--- src/rtl/ofdmbbp_rx_cmd_sched.sv ---
// Receive-command scheduler: pops host commands, arms on packet detect, drives the receiver
// handshake/start, replays the command `repeat` times. Option: OFDMBBP_RX_SCHED_RUN_WDOG_EN adds a RUN watchdog.
module ofdmbbp_rx_cmd_sched #(
  parameter int TIMEOUT_W = 24,
  parameter int CNT_W     = 16
) (
  input  logic                 clk,
  input  logic                 rst,
  input  logic                 cfg_enable,
  input  logic [TIMEOUT_W-1:0] cfg_timeout,
  input  logic                 cfg_abort,
  input  logic                 cmd_valid,
  output logic                 cmd_ready,
  input  logic [31:0]          cmd_data,
  input  logic                 packet_detect,
  output logic                 rx_cmd_valid,
  input  logic                 rx_cmd_ready,
  output logic [7:0]           rx_cmd_length,
  output logic [1:0]           rx_cmd_mode,
  output logic [6:0]           rx_cmd_seed,
  output logic                 rx_start,
  input  logic                 rx_done,
  output logic                 busy,
  output logic [2:0]           state,
  output logic [CNT_W-1:0]     pkt_count,
  output logic [CNT_W-1:0]     timeout_count
);

  typedef enum logic [2:0] {
    S_IDLE  = 3'd0,
    S_ARM   = 3'd1,
    S_ISSUE = 3'd2,
    S_START = 3'd3,
    S_RUN   = 3'd4,
    S_PAUSE = 3'd5
  } state_t;

  state_t               state_q;
  logic [7:0]           pause_q;
  logic [6:0]           repeat_left;
  logic [7:0]           pause_cnt;
  logic [TIMEOUT_W-1:0] timer;
  logic                 timer_hit;

  assign timer_hit = (cfg_timeout != '0) && (timer == cfg_timeout - TIMEOUT_W'(1));
  assign cmd_ready = !rst && !cfg_abort && cfg_enable && cmd_valid && (state_q == S_IDLE);
  assign busy      = (state_q != S_IDLE);
  assign state     = state_q;

  // Abort overrides every other event; PAUSE occupies max(pause,1) cycles before the next ARM or IDLE.
  always_ff @(posedge clk) begin
    if (rst) begin
      state_q       <= S_IDLE;
      rx_cmd_valid  <= 1'b0;
      rx_start      <= 1'b0;
      rx_cmd_length <= '0;
      rx_cmd_mode   <= '0;
      rx_cmd_seed   <= '0;
      pause_q       <= '0;
      repeat_left   <= '0;
      pause_cnt     <= '0;
      timer         <= '0;
      pkt_count     <= '0;
      timeout_count <= '0;
    end else if (cfg_abort) begin
      state_q      <= S_IDLE;
      rx_cmd_valid <= 1'b0;
      rx_start     <= 1'b0;
      repeat_left  <= '0;
      pause_cnt    <= '0;
      timer        <= '0;
    end else begin
      case (state_q)
        S_IDLE: begin
          if (cmd_ready) begin
            pause_q       <= cmd_data[31:24];
            repeat_left   <= cmd_data[23:17];
            rx_cmd_seed   <= cmd_data[16:10];
            rx_cmd_mode   <= cmd_data[9:8];
            rx_cmd_length <= cmd_data[7:0];
            timer         <= '0;
            state_q       <= S_ARM;
          end
        end
        S_ARM: begin
          timer <= timer + TIMEOUT_W'(1);
          if (packet_detect) begin
            rx_cmd_valid <= 1'b1;
            state_q      <= S_ISSUE;
          end else if (timer_hit) begin
            timeout_count <= (&timeout_count) ? timeout_count : timeout_count + CNT_W'(1);
            repeat_left   <= '0;
            state_q       <= S_IDLE;
          end
        end
        S_ISSUE: begin
          if (rx_cmd_ready) begin
            rx_cmd_valid <= 1'b0;
            rx_start     <= 1'b1;
            state_q      <= S_START;
          end
        end
        S_START: begin
          rx_start <= 1'b0;
          timer    <= '0;
          state_q  <= S_RUN;
        end
        S_RUN: begin
`ifdef OFDMBBP_RX_SCHED_RUN_WDOG_EN
          timer <= timer + TIMEOUT_W'(1);
          if (rx_done) begin
            pkt_count <= (&pkt_count) ? pkt_count : pkt_count + CNT_W'(1);
            pause_cnt <= pause_q;
            state_q   <= S_PAUSE;
          end else if (timer_hit) begin
            timeout_count <= (&timeout_count) ? timeout_count : timeout_count + CNT_W'(1);
            repeat_left   <= '0;
            state_q       <= S_IDLE;
          end
`else
          if (rx_done) begin
            pkt_count <= (&pkt_count) ? pkt_count : pkt_count + CNT_W'(1);
            pause_cnt <= pause_q;
            state_q   <= S_PAUSE;
          end
`endif
        end
        S_PAUSE: begin
          if (pause_cnt <= 8'd1) begin
            pause_cnt <= '0;
            if (repeat_left == '0) begin
              state_q <= S_IDLE;
            end else begin
              repeat_left <= repeat_left - 7'd1;
              timer       <= '0;
              state_q     <= S_ARM;
            end
          end else begin
            pause_cnt <= pause_cnt - 8'd1;
          end
        end
        default: begin
          state_q <= S_IDLE;
        end
      endcase
    end
  end

endmodule

--- config.mk ---
export PLATFORM = sky130hd
export DESIGN_NAME = ofdmbbp_rx_cmd_sched
export DESIGN_NICKNAME = d
export VERILOG_FILES = /design/src/rtl/ofdmbbp_rx_cmd_sched.sv
export SDC_FILE = /design/constraint.sdc
export NUM_CORES = 1
export LEC_CHECK = 0
export CAP_MARGIN = 20
export CELL_PAD_IN_SITES_DETAIL_PLACEMENT = 1
export CELL_PAD_IN_SITES_GLOBAL_PLACEMENT = 1
export CORE_ASPECT_RATIO = 0.5
export CORE_MARGIN = 3
export CORE_UTILIZATION = 34
export DETAILED_ROUTE_END_ITERATION = 8
export PLACE_DENSITY_LB_ADDON = 0.2
export SLEW_MARGIN = 20
export SYNTH_ARGS = -nofsm -noshare
export SYNTH_HDL_FRONTEND = slang
export SYNTH_SLANG_ARGS = --single-unit
--- constraint.sdc ---
create_clock -name clk -period 2.99 [get_ports clk]
set_input_delay 0.4485 -clock clk [delete_from_list [all_inputs] [get_ports clk]]
set_output_delay 0.4485 -clock clk [all_outputs]
set_load 0.02 [all_outputs]
After elaboration in Yosys (flattened, before gate mapping)
Index checks and enable logic that the tools add are counted.
Operators by class
  add/subtract/negate cells: 6
  magnitude comparators: 1
  equal/unequal tests: 15
  multiplexer cells: 26
  bitwise gates (word level): 4
  reduce and logical (&&, ||, !) cells: 28
Operators with widths (number)
  24-bit case mux with 4 select lines: 1
  24-bit two-way mux: 3
  7-bit two-way mux: 5
  16-bit by 1-bit adder with 16-bit output (second input constant): 2
  16-bit AND reduction: 2
  24-bit by 1-bit adder with 24-bit output (second input constant): 1
  24-bit equality test: 1
  24-bit nonzero test: 1
  24-bit by 1-bit subtractor with 24-bit output (second input constant): 1
  7-bit case mux with 3 select lines: 1
  3-bit two-way mux: 6
  3-bit case mux with 6 select lines: 1
  8-bit two-way mux: 2
  2-bit inequality test (second input constant): 8
  8-bit case mux with 2 select lines: 1
  5-bit AND reduction: 2
  8-bit by 1-bit less-or-equal comparator with 1-bit output (second input constant): 1
  4-bit AND reduction: 2
  8-bit by 1-bit subtractor with 8-bit output (second input constant): 1
  7-bit logical NOT: 1
  7-bit by 1-bit subtractor with 7-bit output (second input constant): 1
  3-bit by 2-bit equality test with 1-bit output (second input constant): 2
  3-bit equality test (second input constant): 2
  3-bit AND reduction: 2
  other kinds (14): 30
Storage, ports and cells
  flip-flop bits (word level): 101
  output and inout port bits: 56
  logic and storage cells: 92

Depth between registers and ports, before layout
  depth after elaboration: 7
  depth in mapped cells: 13
  mapped depth without buffers: 10

Least setup slack after synthesis
Ideal clock, no wire load.
  path type: in2reg
  start: input cfg_timeout[2]
  end: register timeout_count[15]
  library setup time: 0.070 ns
  arrival time: 3.081 ns
  data required time: 2.920 ns
  path slack: -0.162 ns
  stages: 10
  buffers on the path: 2
  cell sequence: buf_6 > or4_4 > or4_4 > o31ai_2 > nand4_1 > nor4_2 > nand4b_1 > buf_2 > or4_1 > a21oi_1
Between the ends
  word-level cells in the longest chain between the ends: 4
  elaborated cells on any way between the ends: 5
  classes of those cells: 1 x add/sub; 1 x eq/ne; 3 x reduce/logical
Ends and longest elaborated chain
  start, declared: line 10  | input logic [TIMEOUT_W-1:0] cfg_timeout,
  24-bit by 1-bit subtractor with 24-bit output: line 45  | assign timer_hit = (cfg_timeout != '0) && (timer == cfg_timeout - TIMEOUT_W'(1));
  24-bit equality test: line 45
  1-bit logical AND (*): line 45
  5-bit AND reduction (no line) (*)
  end signal, assigned: line 91  | timeout_count <= (&timeout_count) ? timeout_count : timeout_count + CNT_W'(1);
  end, declared: line 26  | output logic [CNT_W-1:0] timeout_count
Every way passes the cells marked *; elsewhere a longest branch is shown, timed or not.
A chain may end at the register's enable or synchronous reset.

Final worst setup path
  start: input cfg_timeout[5]
  end: register timeout_count[4]
The elaborated chain is that of the path after synthesis.

==> results.py <==
metrics = {
    "synth": {
        "synth_warnings": 0,
        "syn_nets": 792,
        "syn-cell-area_um2": 5599,
        "avgSynthCellArea_um2": 7.766,
        "ys_ff_latch": 101,
        "synthAdderAreaFrac_pct": 1.564,
        "synthFlopType": "dfxtp_1",
        "seq_area_frac_synth_pct": 36.11,
        "synth_cell_type_count": 58,
        "synth-xor-area-share_pct": 9.385,
        "synth_compound_area_share_pct": 16.00,
        "synthSimpleGateAreaFrac_pct": 30.68,
        "synth_edf_count": 0,
        "synth-async-reset-ratio_pct": 0,
        "synthCells": 721,
        "synth_top_family_by_area": "simple AND/OR/NAND/NOR gates",
        "synthMuxAreaShare_pct": 2.436,
    },
    "die": {
        "die_y_um": 96.74,
        "core-area_um2": 15780,
        "num_rows": 32,
        "die_area_um2": 18140,
        "io_pins": 120,
        "die_w_um": 187.5,
        "start_util_pct": 35.49,
    },
    "clock_tree": {
        "h-tree-depth": 3,
        "hold_buffers": 0,
        "clk_pin_slew_ns": 0.07,
        "cts-root-buf": "clkbuf_16",
        "cts_sinks": 101,
        "tritoncts.num_buffers": 9,
        "clockBufferDepth": 2,
        "cts_tree": "built",
        "worstSkewPairLatency_ns": 0.36,
    },
    "hold_path": {
        "hp-class": "register to register",
        "holdPathStages": 2,
        "holdPathEnd": "rx_cmd_mode[0]$_SDFFE_PP0P_",
        "worstHoldStart": "rx_cmd_mode[0]$_SDFFE_PP0P_",
    },
    "run": {
        "max_cap_violations": 0,
    },
    "route": {
        "routedWlPerCell_um": 17.02,
        "antenna_left": 0,
        "drtPass1Iterations": 4,
        "drt-total-wl_um": 19000,
        "via_per_inst": 5.259,
        "drt_iter0_drc": 246,
        "vias": 5869,
        "drc_errors": 0,
    },
    "critical_path": {
        "cp-start-kind": "primary input",
        "crit_chain": "buf_6, or4_4, or4_4, o31ai_2, nand4_1, nor4_4, nand4b_1, buf_6, buf_12, or4_1, a21oi_2",
        "r2r-end": "timer[12]$_SDFFE_PP0P_",
        "cp.required_ns": 3.27,
        "reg2reg_depth": 9,
        "crit_path_max_incr_delay_ns": 0.54,
        "r2r-start": "repeat_left[3]$_SDFFE_PP0P_",
        "arrival_ns": 3.34,
        "worst_setup_path_end_kind": "register",
        "crit_fanout": 8,
        "slowest_stage": "or4_4",
        "crit_type": "primary input to register",
        "r2r_slack_ns": 0.23,
    },
    "layout": {
        "post-route-util_pct": 52.37,
        "antenna_cells": 0,
        "fin_cells": 1116,
        "fin_nets": 961,
        "mostFrequentLayoutCells": "103 x clkdlybuf4s50_1, 101 x dfxtp_1, 99 x nand2_1",
        "design_area_um2": 8262,
        "syn_to_final_growth_pct": 47.55,
        "layout-drive-gt1-share_pct": 18.99,
        "final_common_cell": "clkdlybuf4s50_1",
    },
    "run_status": {
        "violations": "setup timing",
        "outcome": "finished, violations left",
    },
    "sta": {
        "hold_viol_final": 0,
        "fin_skew_ns": 0.01075,
        "setup_viol": 15,
        "min_period_ns": 3.053,
        "layout_setup_ws_ns": -0.06286,
        "max-slew-margin-rel_pct": 43.92,
        "rsz0062_at_grt": "yes",
        "slew_viol_final": 0,
        "tns_ns": -0.4866,
        "timing.final.crit_share_pct": 102.1,
        "fmax_mhz": 327.6,
        "tightest_slew_ns": 0.8412,
    },
    "place": {
        "port_buffers": 119,
        "gp_congestion": 0.8692,
        "place_area_um2": 7397,
        "post-dp-hpwl_um": 13420,
        "post-place-ws_ns": -0.8506,
        "dp.cells": 1086,
    },
    "global_route": {
        "grt-ovfl-total": 0,
        "grt_pass1_vias": 6237,
        "antenna_found_initial": 0,
        "grt.total_usage_pct": 20.57,
        "grt_first_pass_wirelength_um": 31170,
        "grt_start_max_net_pins": 63,
    },
    "pwr": {
        "p_leak_nw": 2.947,
        "vdd_drop_max_mv": 0.3009,
        "powerDensity_nw_per_um2": 345.7,
    },
}
kinds of logic after synthesis:
logic type | Yosys count
DFF | 101
buffers and inverters | 54
adders and majority gates | 7
and+or+nand+nor | 340
xor gates and xnor gates | 60
muxes | 13
AOI/OAI and AO/OA | 146
layer usage:
layer  up-vias  GRT usage, %  wire length [µm]
met5         -             0                 0
met3        15         5.612               836
met2        96         36.94              9523
met4         0         4.263               191
met1      2872         24.76              8447
li1       2886             -                 -
cell usage after synthesis, types with 3 or more instances:
cell / instances / area (µm²)
mux2_2: 5 / 56.30
nor3_1: 21 / 105.1
nand2_1: 101 / 379.1
and4_1: 6 / 52.55
and2_1: 9 / 56.30
mux2i_1: 8 / 80.08
buf_1: 5 / 18.77
inv_1: 17 / 63.81
nor2b_1: 7 / 43.79
a22oi_1: 7 / 52.55
a31oi_1: 5 / 31.28
nand2b_1: 9 / 56.30
xor2_1: 36 / 315.3
dfxtp_1: 101 / 2022
nor2_1: 76 / 285.3
and3_1: 10 / 62.56
ha_1: 7 / 87.58
clkbuf_1: 27 / 101.4
nor3b_1: 5 / 37.54
buf_2: 3 / 15.01
a211oi_1: 6 / 45.04
nand4_1: 17 / 106.4
nand3_1: 21 / 105.1
nor4_1: 10 / 62.56
o31ai_1: 16 / 120.1
o21ai_0: 29 / 145.1
or3_1: 15 / 93.84
xnor2_1: 24 / 210.2
nand4b_1: 6 / 52.55
or2_2: 6 / 37.54
or4_4: 3 / 33.78
or4_1: 11 / 82.58
a21oi_1: 60 / 300.3
cell type report:
type	count	area [µm²]
fillers	1891	7513
multi-input cells	566	3771
flip-flops and latches	101	2022
repair buffers	194	1834
well taps	221	276.5
clock buffers	9	225.2
inverters	18	67.56
clock inverters	7	65.06
through the flow:
stage,power (W),hold slack (ns)
global placement,0.001684,0.4426
floorplan,0.001509,0.4361
global route,0.002974,0.4781
detailed placement,0.001690,0.4492
CTS,0.002878,0.4595
finish,0.002856,0.4577
worst max-delay path, delay by kind of cell:
kind	cells	cell delay, ns
AO/OA/AOI/OAI	2	0.35
buffers and inverters	3	0.40
AND/OR/NAND/NOR	6	2.14
registers in the layout, indices dropped and copies added (netlist names):
signal,count
pause_cnt,8
rx_cmd_mode,2
rx_cmd_seed,7
rx_cmd_length,8
timer,24
pkt_count,16
rx_start,1
repeat_left,7
state,3
timeout_count,16
pause_q,8
rx_cmd_valid,1
report_power, final:
part	switching [W]	internal (W)	total (W)
Combinational	0.000158	0.000163	0.000321
Sequential	0.00000589	0.00135	0.00136
Clock	0.000591	0.000585	0.00118
Total	0.000754	0.00210	0.00286
repair_timing:
item                       in CTS  in global routing
cloned                          2                  1
setup endpoints to repair      24                 28
setup buffers                   3                  8
gates resized for setup        69                 52
pin swaps                      23                 31
worst max-delay path by stage:
stage / start / end / slack, ns
after floorplan: cfg_timeout[2] / timeout_count[15]$_SDFFE_PP0P_ / -0.07
after global placement: cfg_timeout[7] / timeout_count[3]$_SDFFE_PP0P_ / -0.78
after detailed placement: cfg_timeout[3] / timeout_count[15]$_SDFFE_PP0P_ / -0.85
after CTS: cfg_timeout[10] / timeout_count[15]$_SDFFE_PP0P_ / -0.12
after global routing: cfg_timeout[5] / timeout_count[4]$_SDFFE_PP0P_ / -0.18
final: cfg_timeout[5] / timeout_count[4]$_SDFFE_PP0P_ / -0.06
(Power assumes the default switching activity.)
